===== src/rtl/unibus_dma_master.sv =====
// Unibus NPR (DMA) bus master: arbitrates for the bus, runs one DATI/DATO cycle, releases.
// Optional UNIBUS_DMA_BYTE_EN adds an xbyte input for DATOB byte writes.
module unibus_dma_master #(
    parameter int DESKEW  = 8,
    parameter int TIMEOUT = 1023
) (
    input  logic        CLOCK,
    input  logic        RESET,
    input  logic        init_in_h,
    input  logic        xreq,
    input  logic        xwrite,
    input  logic [17:0] xaddr,
    input  logic [15:0] xwdata,
`ifdef UNIBUS_DMA_BYTE_EN
    input  logic        xbyte,
`endif
    output logic [15:0] xrdata,
    output logic        xdone,
    output logic        xerr,
    output logic        npr_out_h,
    input  logic        npg_in_h,
    output logic        sack_out_h,
    input  logic        bbsy_in_h,
    output logic        bbsy_out_h,
    output logic [17:0] a_out_h,
    output logic [1:0]  c_out_h,
    output logic [15:0] d_out_h,
    input  logic [15:0] d_in_h,
    output logic        msyn_out_h,
    input  logic        ssyn_in_h
);
    typedef enum logic [2:0] {IDLE, REQ, WAITBUS, SETUP, WAITSSYN, LATCH, ENDCYC, ABORT} state_t;

    state_t      state;
    logic [9:0]  cnt;
    logic [3:0]  sync_q1, sync_q2;
    logic        init_s, bbsy_s, npg_s, ssyn_s;
    logic        cyc_write;
    logic [17:0] cyc_a, req_a;
    logic [1:0]  cyc_c, req_c;
    logic [15:0] cyc_d, req_d;
    logic        timeout_hit, abort_now;

    always_ff @(posedge CLOCK or negedge RESET) begin
        if (!RESET) begin
            sync_q1 <= '0;
            sync_q2 <= '0;
        end else begin
            sync_q1 <= {init_in_h, bbsy_in_h, npg_in_h, ssyn_in_h};
            sync_q2 <= sync_q1;
        end
    end
    assign {init_s, bbsy_s, npg_s, ssyn_s} = sync_q2;

    // Bus address/code/data for the cycle are resolved when the request is taken.
    always_comb begin
        req_a = {xaddr[17:1], 1'b0};
        req_c = xwrite ? 2'b10 : 2'b00;
        req_d = xwrite ? xwdata : 16'h0000;
`ifdef UNIBUS_DMA_BYTE_EN
        if (xwrite && xbyte) begin
            req_a = xaddr;
            req_c = 2'b11;
            req_d = xaddr[0] ? {xwdata[7:0], 8'h00} : {8'h00, xwdata[7:0]};
        end
`endif
    end

    // The shared counter only times out where a wait condition is still unmet.
    always_comb begin
        timeout_hit = (cnt == 10'(TIMEOUT)) &&
                      ((state == REQ      && !npg_s)  ||
                       (state == WAITSSYN && !ssyn_s) ||
                       (state == ENDCYC   &&  ssyn_s));
        abort_now   = (state != IDLE) && (state != ABORT) && (init_s || timeout_hit);
    end

    always_ff @(posedge CLOCK or negedge RESET) begin
        if (!RESET) begin
            state      <= IDLE;
            cnt        <= '0;
            cyc_write  <= 1'b0;
            cyc_a      <= '0;
            cyc_c      <= '0;
            cyc_d      <= '0;
            xrdata     <= '0;
            xdone      <= 1'b0;
            xerr       <= 1'b0;
            npr_out_h  <= 1'b0;
            sack_out_h <= 1'b0;
            bbsy_out_h <= 1'b0;
            a_out_h    <= '0;
            c_out_h    <= '0;
            d_out_h    <= '0;
            msyn_out_h <= 1'b0;
        end else begin
            xdone <= 1'b0;
            xerr  <= 1'b0;
            if (abort_now) begin
                npr_out_h  <= 1'b0;
                sack_out_h <= 1'b0;
                bbsy_out_h <= 1'b0;
                msyn_out_h <= 1'b0;
                a_out_h    <= '0;
                c_out_h    <= '0;
                d_out_h    <= '0;
                xdone      <= 1'b1;
                xerr       <= 1'b1;
                state      <= ABORT;
            end else begin
                case (state)
                    IDLE: if (xreq && !init_s) begin
                        cyc_write <= xwrite;
                        cyc_a     <= req_a;
                        cyc_c     <= req_c;
                        cyc_d     <= req_d;
                        npr_out_h <= 1'b1;
                        cnt       <= '0;
                        state     <= REQ;
                    end
                    REQ: if (npg_s) begin
                        sack_out_h <= 1'b1;
                        npr_out_h  <= 1'b0;
                        state      <= WAITBUS;
                    end else begin
                        cnt <= cnt + 10'd1;
                    end
                    WAITBUS: if (!npg_s && !bbsy_s && !ssyn_s) begin
                        bbsy_out_h <= 1'b1;
                        a_out_h    <= cyc_a;
                        c_out_h    <= cyc_c;
                        d_out_h    <= cyc_d;
                        cnt        <= '0;
                        state      <= SETUP;
                    end
                    SETUP: if (cnt == 10'(DESKEW - 1)) begin
                        msyn_out_h <= 1'b1;
                        cnt        <= '0;
                        state      <= WAITSSYN;
                    end else begin
                        cnt <= cnt + 10'd1;
                    end
                    WAITSSYN: if (ssyn_s) begin
                        cnt   <= '0;
                        state <= LATCH;
                    end else begin
                        cnt <= cnt + 10'd1;
                    end
                    LATCH: if (cnt == 10'(DESKEW - 1)) begin
                        if (!cyc_write) xrdata <= d_in_h;
                        msyn_out_h <= 1'b0;
                        cnt        <= '0;
                        state      <= ENDCYC;
                    end else begin
                        cnt <= cnt + 10'd1;
                    end
                    ENDCYC: if (!ssyn_s) begin
                        bbsy_out_h <= 1'b0;
                        sack_out_h <= 1'b0;
                        a_out_h    <= '0;
                        c_out_h    <= '0;
                        d_out_h    <= '0;
                        xdone      <= 1'b1;
                        state      <= IDLE;
                    end else begin
                        cnt <= cnt + 10'd1;
                    end
                    ABORT:   state <= IDLE;
                    default: state <= IDLE;
                endcase
            end
        end
    end
endmodule


===== config.mk =====
export PLATFORM = sky130hd
export DESIGN_NAME = unibus_dma_master
export DESIGN_NICKNAME = d
export VERILOG_FILES = /design/src/rtl/unibus_dma_master.sv
export SDC_FILE = /design/constraint.sdc
export NUM_CORES = 1
export LEC_CHECK = 0
export CAP_MARGIN = 20
export CORE_MARGIN = 2
export CORE_UTILIZATION = 45
export CTS_CLUSTER_DIAMETER = 150
export DETAILED_ROUTE_END_ITERATION = 7
export PLACE_DENSITY = 0.81
export SLEW_MARGIN = 20
export SYNTH_ARGS = -nofsm -noshare
export SYNTH_HDL_FRONTEND = slang
export SYNTH_SLANG_ARGS = --single-unit

===== constraint.sdc =====
create_clock -name CLOCK -period 5.79 [get_ports CLOCK]
set_clock_uncertainty 0.15 [all_clocks]
set_input_delay 0.579 -clock CLOCK [delete_from_list [all_inputs] [get_ports CLOCK]]
set_output_delay 0.579 -clock CLOCK [all_outputs]
set_load 0.005 [all_outputs]

# Word level (Yosys, flattened, before mapping)
# Cells that the tools add are included.
[totals]
register_bits = 115
in_bits = 58
[op_classes]
add_sub_neg = 1
n_eq_ne = 21
n_mux = 49
bitwise = 2
reduce_logical = 32
[ops]
columns = ["op", "count"]
rows = [
  ["16-bit 2-to-1 mux", 4],
  ["10-bit 2-to-1 mux", 6],
  ["10-bit case mux with 6 select lines", 1],
  ["18-bit 2-to-1 mux", 3],
  ["18-bit case mux with 2 select lines", 1],
  ["16-bit case mux with 2 select lines", 1],
  ["3-bit 2-to-1 mux", 8],
  ["3-bit inequality test, second input constant", 8],
  ["3-bit case mux with 8 select lines", 1],
  ["1-bit 2-to-1 mux", 15],
  ["3-bit AND reduction", 5],
  ["3-bit nonzero test", 5],
  ["3-bit equality test, second input constant", 4],
  ["10-bit by 1-bit adder with 10-bit output, second input constant", 1],
  ["10-bit equality test, second input constant", 1],
  ["10-bit by 3-bit equality test with 1-bit output, second input constant", 1],
  ["1-bit logical AND", 9],
  ["2-bit 2-to-1 mux", 4],
  ["2-bit inequality test, second input constant", 4],
  ["1-bit case mux with 2 select lines", 4],
  ["7-bit AND reduction", 1],
  ["3-bit by 2-bit equality test with 1-bit output, second input constant", 2],
  ["6-bit AND reduction", 1],
  ["6-bit nonzero test", 1],
  ["8 further kinds", 14],
]

# Longest topological paths before layout
[logic_depth]
ltp_word = 9
mapped_depth = 9
ltp_nobuf = 7

# Least setup slack after synthesis
# Ideal clock, no wire load.
[synth_path]
kind = "register -> register"
start = "reg cnt[0]"
end = "reg xrdata[10]"
setup_ns = 0.125
arrival_ns = 2.277
required_time_ns = 5.515
setup_slack_ns = 3.237
path_stages_with_launch = 10
path_buffers = 2
path_cell_list = "dfrtp_1 ha_1 and3_4 nand4_1 o31ai_1 and2_1 buf_6 nor4_4 buf_6 mux2_4"
[synth_via]
elab_chain_len = 6
word_cells_on_any_way = 7
cone_classes = "eq/ne: 2; bitwise: 1; reduce/logical: 4"
[synth_rtl]
columns = ["item", "line_no", "rtl"]
rows = [
  ["start: declaration", "35", "logic [9:0] cnt;"],
  ["start signal: assignment", "126", "cnt <= cnt + 10'd1;"],
  ["start signal: assignment", "141", "cnt <= cnt + 10'd1;"],
  ["start signal: assignment", "147", "cnt <= cnt + 10'd1;"],
  ["10-bit equality test", "71", "timeout_hit = (cnt == 10'(TIMEOUT)) &&"],
  ["1-bit logical AND", "71", ""],
  ["1-bit logical OR", "75", "abort_now = (state != IDLE) && (state != ABORT) && (init_s || timeout_hit);"],
  ["1-bit logical AND", "75", ""],
  ["1-bit inverter (no line)", "n/a", ""],
  ["4-bit AND reduction (no line) *", "n/a", ""],
  ["end signal: assignment", "150", "if (!cyc_write) xrdata <= d_in_h;"],
  ["end: declaration", "17", "output logic [15:0] xrdata,"],
]
# Every way passes the cells marked *; elsewhere a longest branch is shown, timed or not.
# A chain may end at the register's enable or synchronous reset.

# Final worst setup path
[layout_path]
start = "reg cnt[0]"
end = "reg xrdata[11]"
# The elaborated chain is that of the path after synthesis.

==> reports/metrics.csv <==
stage;metric;value;unit
global_routing;largest net degree at the start of global routing;63;
global_routing;global-route wire length before repair;16.53;mm
placement;dpl cells;659;
clocking;CTS Sinks;111;
sta;post-layout minimum cycle time;3.068;ns
finish;area grow syn2layout;29.73;%
global_routing;vias in the first global route;3458;
placement;routability congestion estimate;0.8205;
worst_setup_path;WP buf/inv;1;
yosys;top post-synthesis cells by area;dfrtp_1 (60%), nand2_1 (6.4%), mux2_2 (5.8%);
sta;setup ws final;2.722;ns
yosys;YS warnings;0;
worst_setup_path;CP Cell Sequence;ha_1, and3_4, nand4_1, o31ai_1, and2_2, nor4_4, buf_4, mux2_4;
yosys;post-synthesis sequential area ratio;59.52;%
finish;Design Area, Final;6055;um2
die;Die W;105.8;um
drt;DRT Wirelength;9.931;mm
drt;drt first pass iters;5;
sta;Highest Clock Rate;326.0;MHz
drt;WL per Instance;14.71;um
worst_setup_path;Worst Reg-to-Reg Cells;8;
drt;Post-route DRC;0;
yosys;ys async rst share;100.0;%
clocking;CTS Root Cell;clkbuf_8;
yosys;Mapped Area;4667;um2
run_status;run status;complete, no violations;
yosys;Post-synth top flop;dfrtp_1;
clocking;CTS H-Tree Depth;3;
global_routing;total track usage;18.43;%
clocking;CTS buffer count;9;
clocking;clock latency on the worst-skew pair;0.37;ns
drt;Vias/cell;5.281;
yosys;Seq cells post-synth;111;
clocking;Max Root-Sink Buffers;2;
clocking;post-CTS resize count;0;
worst_setup_path;FF-to-FF End;xrdata[11];
placement;Port Buffers;112;
die;Core Area;10180;um2
placement;Placement Cell Area;5853;um2
drt;vias;3565;
hold_path;hold crit path type;input port to async pin;
yosys;synth unique cells;45;
power;Lkg Pwr;2.578;nW
die;# rows;37;
sta;Final period util;52.98;%
sta;endpoints failing hold;0;
clocking;hold_buf cts;0;
die;Initial Util;45.82;%
worst_setup_path;Max stage delay cell, worst path;and2_2;
yosys;Avg Cell Area, Syn;10.68;um2
finish;share of layout cells above drive strength 1;11.50;%
worst_setup_path;WP data required;5.90;ns
finish;Fillers;854;
global_routing;initial antenna violation count;0;
worst_setup_path;Startpoint Class;register;
finish;area of the multi-input gates;1738;um2
die;# IOs;116;
worst_setup_path;Crit Path Class;register to register;
finish;antenna cell count;0;
yosys;largest area contributor in the synthesized netlist;dfrtp_1;
die;die area;11200;um2
finish;Finished Core Util;59.45;%
finish;Final nets;593;
worst_setup_path;CP delay by family, top;simple AND/OR/NAND/NOR gates;
worst_setup_path;CP Data Arrival Time;3.17;ns
worst_setup_path;reg-to-reg startpoint;cnt[0];
yosys;Cells after Synth;437;
finish;Seq. cell area;2778;um2
placement;Detail Placement HPWL;6.739;mm
flow_run;max_cap viols;0;
worst_setup_path;CP max FO;42;
worst_setup_path;critical path's largest stage delay;0.76;ns
clocking;Post-CTS Setup Bufs;0;
yosys;number of flops mapped to enable cells by yosys;0;
sta;final setup violation count;0;
clocking;Clk pin slew, worst setup/hold paths;0.11;ns
worst_setup_path;Crit. End Element;register;
drt;Starting DRT DRC Count;232;
finish;fin cells;675;
power;peak supply drop;0.1875;mV
worst_setup_path;FF-to-FF setup slack;2.72;ns
yosys;top cell type's share of synthesized area;59.52;%
power;Pwr per Cell Area;347.9;nW/um2
drt;Antenna Nets Post-Route;0;
sta;max_slew headroom;36.62;%
sta;Worst Max-Slew Pin Slew;0.9473;ns
sta;Final Max Tran Viols;0;
placement;DP Worst Slack;2.789;ns
global_routing;GRT Residual Overflow;0;
sta;unrepaired setup endpoints after global routing;no;
sta;total negative slack;0;ns
die;die height;105.8;um
clocking;CTS tree;done;
[synth_stat cells, types with 2 or more instances]
library cell,count
nand4_1,2
mux2_4,10
a21oi_1,41
o31ai_1,7
and2_1,4
mux2_2,24
and3_1,2
nand2_1,80
a211o_1,2
nand3_1,41
a211oi_1,2
inv_1,5
clkbuf_1,21
nand2b_1,3
buf_2,3
nor2b_1,4
buf_6,2
o21ai_0,31
dfrtp_1,111
buf_4,2
o41ai_1,2
nor3b_1,3
nor2_1,11
buf_1,3
[flip-flops by register name (all words and copies together) (netlist names), 3 cells and up]
signal	cells
d_out_h	16
cyc_d	16
sync_q2	4
a_out_h	17
cyc_a	17
xrdata	16
state	3
sync_q1	4
cnt	10
[cell type report]
| cell class | instances | share of cell area (%) |
|---|---|---|
| Tap cell | 136 | 2.810 |
| Sequential cell | 111 | 45.88 |
| Clock buffer | 9 | 2.046 |
| Clock inverter | 7 | 1.281 |
| Inverter | 5 | 0.3100 |
| Timing Repair Buffer | 116 | 18.97 |
| Multi-Input combinational cell | 291 | 28.70 |
[layer usage]
| layer | global-route usage, % | part of all wire (%) | vias up |
|---|---|---|---|
| met2 | 31.01 | 51 | 110 |
| met5 | 0 | 0 | - |
| met4 | 7.801 | 2.0 | 0 |
| li1 | - | - | 1703 |
| met3 | 2.474 | 4.1 | 14 |
| met1 | 24.01 | 43 | 1738 |
[per-stage QoR]
step           hold WS (ns)  power, mW
2_1_floorplan        0.1334      1.448
4_1_cts              0.1380      2.117
6_report             0.1051      2.106
5_1_grt              0.1702      2.244
3_3_place_gp         0.1856      1.636
3_5_place_dp         0.1872      1.666
[worst max-delay path by stage]
stage	start	endpoint	depth (start not counted)
final	cnt[0]	xrdata[11]	8
after global routing	cnt[0]	xrdata[12]	8
after CTS	cnt[0]	xrdata[11]	8
after detailed placement	cnt[0]	xrdata[9]	8
after global placement	cnt[0]	xrdata[9]	8
after floorplan	cnt[0]	xrdata[10]	9
[kinds of logic (layout without fill, tap and decap cells)]
| kind of cell | Yosys count | in the layout | share of synthesized area, % |
|---|---|---|---|
| mux | 34 | 34 | 9.008 |
| simple gates | 160 | 160 | 16.14 |
| flops | 111 | 111 | 59.52 |
| other cells | 1 | 2 | 0.08035 |
| compound gates | 94 | 94 | 11.53 |
| buf+inv | 36 | 137 | 3.458 |
| fa+ha+maj | 1 | 1 | 0.2681 |
[cell usage in the layout, fill, tap and decap left out, types with 2 or more instances in the layout]
cell type        synthesis  final
o41ai_1                  2      2
nand4_1                  2      2
buf_4                    2      5
nand3_1                 41     41
conb_1                   1      2
clkinv_4                 0      2
clkinv_8                 0      2
inv_1                    5      5
o21ai_0                 31     31
nor2_1                  11     11
mux2_4                  10     10
o31ai_1                  7      7
nand2b_1                 3      3
inv_8                    0      2
and2_1                   4      3
nor2b_1                  4      4
dfrtp_1                111    111
nand2_2                  0      2
and3_1                   2      2
a211o_1                  2      2
nand2_1                 80     78
clkbuf_8                 0      9
clkdlybuf4s50_1          0    111
a21oi_1                 41     41
mux2_2                  24     24
nor3b_1                  3      3
a211oi_1                 2      2
[report_power, final]
group / switching [mW] / leakage, nW / total (mW) / internal (mW)
logic: 0.317 / 1.00 / 0.590 / 0.273
registers: 0.120 / 1.47 / 1.06 / 0.938
clock network: 0.287 / 0.103 / 0.457 / 0.171
total: 0.724 / 2.58 / 2.11 / 1.38
No activity file was read; power rests on OpenSTA's default activity.
